**src/rtl/ddp_packet_rx.sv**
```systemverilog
// Clocked consumer for the DDP self-timed Send/Ack packet port, with a packet FIFO.
// Optional tag filtering is compiled in with DDP_RX_TAG_CHECK_EN.
module ddp_packet_rx #(
    parameter int PW      = 38,
    parameter int DEPTH   = 8,
    parameter int ACK_LEN = 2
) (
    input  logic                     CLK,
    input  logic                     MR,
    input  logic                     Send_in,
    input  logic [PW-1:0]            PACKET_IN,
    output logic                     Ack_out,
    input  logic                     rd_en,
    output logic [PW-1:0]            rd_data,
    output logic                     empty,
    output logic                     full,
    output logic [$clog2(DEPTH):0]   count,
    output logic [7:0]               drop_cnt
);

    localparam int AW = $clog2(DEPTH);
    localparam int CW = $clog2(ACK_LEN + 1);

    typedef enum logic [2:0] {IDLE, CAPT, WAIT, ACK, REL} state_t;

    state_t          state;
    logic            s1, s2, s2_q;
    logic            v1, v2;
    logic            req;
    logic [PW-1:0]   pkt_r;
    logic [CW-1:0]   ack_cnt;
    logic [PW-1:0]   mem [DEPTH];
    logic [AW-1:0]   wptr, rptr;
    logic            pop, push, can_push, tag_ok;
    logic [PW-1:0]   push_data;

    // s2_q only records a high that was really sampled after reset, so a
    // Send held low across MR never looks like a fresh falling edge.
    always_ff @(posedge CLK or posedge MR) begin
        if (MR) begin
            s1   <= 1'b1;
            s2   <= 1'b1;
            v1   <= 1'b0;
            v2   <= 1'b0;
            s2_q <= 1'b0;
        end else begin
            s1   <= Send_in;
            s2   <= s1;
            v1   <= 1'b1;
            v2   <= v1;
            s2_q <= s2 & v2;
        end
    end

    assign req      = s2_q & ~s2;
    assign empty    = (count == '0);
    assign full     = (count == (AW+1)'(DEPTH));
    assign pop      = rd_en & ~empty;
    assign can_push = ~full | pop;
    assign rd_data  = empty ? '0 : mem[rptr];

`ifdef DDP_RX_TAG_CHECK_EN
    assign tag_ok = (PACKET_IN[PW-1 -: 3] == 3'b111);

    always_ff @(posedge CLK or posedge MR) begin
        if (MR)
            drop_cnt <= '0;
        else if (state == CAPT && !tag_ok && drop_cnt != 8'hFF)
            drop_cnt <= drop_cnt + 8'd1;
    end
`else
    assign tag_ok   = 1'b1;
    assign drop_cnt = '0;
`endif

    always_comb begin
        push      = 1'b0;
        push_data = pkt_r;
        unique case (state)
            CAPT: begin
                push      = tag_ok & can_push;
                push_data = PACKET_IN;
            end
            WAIT:    push = can_push;
            default: push = 1'b0;
        endcase
    end

    always_ff @(posedge CLK or posedge MR) begin
        if (MR) begin
            state   <= IDLE;
            Ack_out <= 1'b1;
            pkt_r   <= '0;
            ack_cnt <= '0;
        end else begin
            unique case (state)
                IDLE: if (req) state <= CAPT;
                CAPT: begin
                    pkt_r <= PACKET_IN;
                    if (!tag_ok || can_push) begin
                        state   <= ACK;
                        Ack_out <= 1'b0;
                        ack_cnt <= CW'(ACK_LEN - 1);
                    end else begin
                        state <= WAIT;
                    end
                end
                WAIT: if (can_push) begin
                    state   <= ACK;
                    Ack_out <= 1'b0;
                    ack_cnt <= CW'(ACK_LEN - 1);
                end
                ACK: begin
                    if (ack_cnt == '0) begin
                        state   <= REL;
                        Ack_out <= 1'b1;
                    end else begin
                        ack_cnt <= ack_cnt - 1'b1;
                    end
                end
                REL: if (s2) state <= IDLE;
                default: state <= IDLE;
            endcase
        end
    end

    always_ff @(posedge CLK or posedge MR) begin
        if (MR) begin
            wptr  <= '0;
            rptr  <= '0;
            count <= '0;
        end else begin
            if (push) wptr <= wptr + 1'b1;
            if (pop)  rptr <= rptr + 1'b1;
            count <= count + {{AW{1'b0}}, push} - {{AW{1'b0}}, pop};
        end
    end

    always_ff @(posedge CLK) begin
        if (push) mem[wptr] <= push_data;
    end

endmodule

```
**config.mk**
```make
export PLATFORM = sky130hd
export DESIGN_NAME = ddp_packet_rx
export DESIGN_NICKNAME = d
export VERILOG_FILES = /design/src/rtl/ddp_packet_rx.sv
export SDC_FILE = /design/constraint.sdc
export NUM_CORES = 1
export LEC_CHECK = 0
export BUFFER_PORTS_ARGS = -buffer_cell sky130_fd_sc_hd__buf_2
export CORE_AREA = 2 2 163 165
export DETAILED_ROUTE_END_ITERATION = 7
export DIE_AREA = 0 0 165 167
export GPL_TIMING_DRIVEN = 0
export PLACE_DENSITY_LB_ADDON = 0.15
export SETUP_SLACK_MARGIN = 0.05
export SLEW_MARGIN = 20
export SYNTH_ARGS = -nofsm -noshare
export SYNTH_HDL_FRONTEND = slang
export SYNTH_SLANG_ARGS = --single-unit
export TNS_END_PERCENT = 5
```
**constraint.sdc**
```tcl
create_clock -name CLK -period 5.8 [get_ports CLK]
set_input_delay 1.16 -clock CLK [delete_from_list [all_inputs] [get_ports CLK]]
set_output_delay 1.16 -clock CLK [all_outputs]
set_load 0.005 [all_outputs]
```
==> results by group <==
Placement
  – Area post-placement: 0.01541 sq mm
  – Placed Cells: 1,112
  – Pre-CTS WS: around 2.3 ns
  – HPWL after DPL: 18.50 mm
  – Final GP Congestion: 0.7649
  – Port bufs: between 80 and 90

Power
  – Int Power: ~6.7 mW
  – Peak supply drop: between 200 and 300 uV
  – Switch share: 0.3063
  – Total power per unit cell area: about 580 mW/mm^2
  – Combinational Power Share: 0.347
  – NetSw: roughly 3 mW
  – Clock power share: 0.224
  – Leak pwr: roughly 6 nW
  – Flop pwr share: 0.428

Clocking
  – Resized Gates After CTS: 0
  – CTS max path bufs: 3
  – H-tree levels: 2
  – TritonCTS clock tree: built
  – CTS root buffer: clkbuf_16
  – # Post-CTS Setup Buffers: 0
  – Number of hold buffers added after CTS: 0
  – Total CTS buffers: 36
  – CTS clk-pin slew, worst paths: approximately 0.06 ns
  – Clock Latency Late Sink: approximately 0.52 ns
  – Num Clock Sinks: ~360

Setup path
  – Critical path class: flop to primary output
  – CP max FO: 10
  – Arrival time worst endpoint: around 2.7 ns
  – Crit end category: primary output
  – Crit-path most repeated cell: buf_2
  – CP peak stage delay: 0.42 ns
  – Critical path required time: roughly 4.6 ns
  – Crit path cell chain: inv_1 > ha_1 > or3b_4 > inv_2 > nor2_1 > buf_2 > buf_2 > a22o_1 > buf_2
  – Worst path slowest cell: or3b_4
  – Worst setup SP type: flop
  – Register-to-Register Path Depth: 10

Logic synthesis
  – Top_reg_cell synth: edfxtp_1
  – Synth Instances: roughly 650
  – Post-synthesis sequential area ratio: 0.7557
  – Netlist Area Pre-Place: approximately 0.014 sq mm
  – Post-synth EDFFs: 304
  – Syn_area_per_cell: 21.77 sq um
  – #FFs+latches synth: 363
  – Synth unique cells: between 40 and 50
  – FFs w/ async S/R, synth: 0.1625
  – Yosys warns: 0

Detailed routing
  – Final ANT Viol Nets: 0
  – Wirelength per Cell: ~24 um
  – DRT iter0 DRCs: just under 600
  – Final wirelength: 28.37 mm
  – Vias post-DR: between 6k and 7k
  – DR DRC count: 0
  – First-pass detailed-route iteration total: 5
  – Via density: between 5 and 6

STA
  – Worst rel slew slack: 0.3643
  – TNS Setup: 0 ns
  – Clock skew: around 0.014 ns
  – Fmax achieved: 262.7 MHz
  – Worst Tran Pin Value: roughly 0.95 ns
  – Slew Limit Fails: 0
  – Final worst path period share: 0.6562
  – RSZ-0062 raised after global routing: false
  – Setup ws final: around 2 ns
  – Final Setup Violations: 0
  – Crit path time final: 3.806 ns
  – Final Hold Viols: 0

GRT
  – Initial antenna violation count: 0
  – Largest net degree at the start of global routing: 40
  – Total gr overflow: 0
  – All-Layer GR Usage: 0.2159
  – Vias in the first global route: 7,196
  – First-pass GRT wire length: 43.21 mm

Final layout
  – Fin cells: around 1.2k
  – Commonest non-fill, non-tap cell in the layout: edfxtp_1
  – Fillers: ~1.8k
  – Share of layout cells above drive strength 1: 0.3464
  – ANT cells: 0
  – Nets: just under 900
  – Most frequent cells in the layout: edfxtp_1 (304), buf_2 (101), mux4_2 (58)
  – Area Growth Syn to Fin: 17.57%
  – Final Cell Area: between 0.015 and 0.02 sq mm

Die
  – Starting Density: 0.5449
  – Row cnt: slightly below 60
  – Die Width: roughly 170 um
  – Die ar.: ~0.028 sq mm
  – Core ar.: around 0.026 sq mm
  – Die height: around 170 um
  – I/O pin total: 95

Min path
  – Worst Hold Class: flop to flop
  – Hold path cells: 0

Outcome
  – Status: completed

Flow run
  – Max-cap viol count: 0
==> routing by layer <==
layer | GRT usage | wire (um)
met1 | 0.2996 | 11810
met4 | 0.06049 | 454
met2 | 0.3600 | 14510
met5 | 0 | 0
met3 | 0.03362 | 1593
==> power groups by stage <==
stage | combinational, mW | clock (mW) | sequential (mW)
floorplan | 2.13 | 0 | 4.13
global placement | 3.07 | 0 | 4.19
detailed placement | 3.38 | 0 | 4.16
CTS | 3.39 | 2.19 | 4.11
global route | 3.62 | 2.30 | 4.16
finish | 3.33 | 2.15 | 4.11
==> synth_stat cells, types with 2 or more instances <==
cell type    n  area, sq um
buf_2       10        50.05
nor3b_1      2        15.01
inv_2        2        7.510
clkbuf_1     8        30.03
dfrtp_1     56         1401
mux4_1      18        473.0
a21oi_1      2        10.01
and2_1       2        12.51
conb_1       2        7.510
o21ai_1      2        10.01
inv_1        9        33.78
a21o_1       2        15.01
nand3_1      2        10.01
a22o_1      38        332.8
buf_12       4        80.08
nor2_1       7        26.28
edfxtp_1   304         9129
ha_1         8        100.1
buf_6        3        33.78
mux2_1      29        326.6
nor3_1       9        45.04
buf_4       16        120.1
mux2_2      10        112.6
xnor2_1      6        52.55
o21ai_0      2        10.01
nand2_1      9        33.78
a211oi_1     2        15.01
mux4_2      58         1306
dfstp_2      3        78.83
nand2b_1     4        25.02
==> sequential cells by signal, indices dropped and copies added, names as in the netlist <==
name / cells
count: 4
Ack_out: 1
s1: 1
pkt_r: 38
wptr: 3
rptr: 3
mem: 304
v1: 1
s2_q: 1
s2: 1
v2: 1
state: 3
ack_cnt: 2
==> per-stage QoR <==
stage / utilization / total power, mW / hold slack, ns
6_report: 0.6406 / 9.588 / 0.3585
5_1_grt: 0.6406 / 10.08 / 0.3636
4_1_cts: 0.6406 / 9.692 / 0.3604
3_5_place_dp: 0.5982 / 7.544 / 0.3505
3_3_place_gp: 0.5789 / 7.258 / 0.3361
2_1_floorplan: - / 6.259 / 0.3312
==> worst paths after layout <==
path	startpoint	to	slack (ns)
setup / recovery	count[2]	rd_data[21]	1.99
max in group asynchronous	MR	s2	4.55
hold / removal	s1	s2	0.36
hold reg to reg	s1	s2	0.36
setup reg to reg	count[2]	mem[0][12]	2.86
min in group asynchronous	MR	pkt_r[32]	0.63
==> cells by family after synthesis <==
family	after synthesis	share of synthesized area
flops	363	0.7557
fa+ha+maj	9	0.008556
mux	115	0.1580
other cells	2	0.0005350
simple gates	46	0.01783
buf+inv	52	0.02531
compound gates	51	0.02968
xor+xnor	7	0.004367
==> area by class of cell <==
cell class / instances / area (sq um) / area share
flip-flops and latches: 363 / 10610 / 0.6428
multi-input cells: 237 / 3149 / 0.1908
clock buffers: 53 / 1026 / 0.06216
repair buffers: 125 / 877.1 / 0.05314
well taps: 335 / 419.2 / 0.02540
plain buffers: 41 / 314.1 / 0.01903
clock inverters: 13 / 66.31 / 0.004018
inverters: 11 / 43.79 / 0.002653
==> worst max-delay path, delay by kind of cell, from the launching register on <==
family                     cells  cell delay (ns)
buffers and inverters          5             0.82
AOI/OAI and AO/OA              1             0.26
adders and majority gates      1             0.18
DFF                            1             0.39
and+or+nand+nor                2             0.47
No activity file was read; power rests on OpenSTA's default activity.
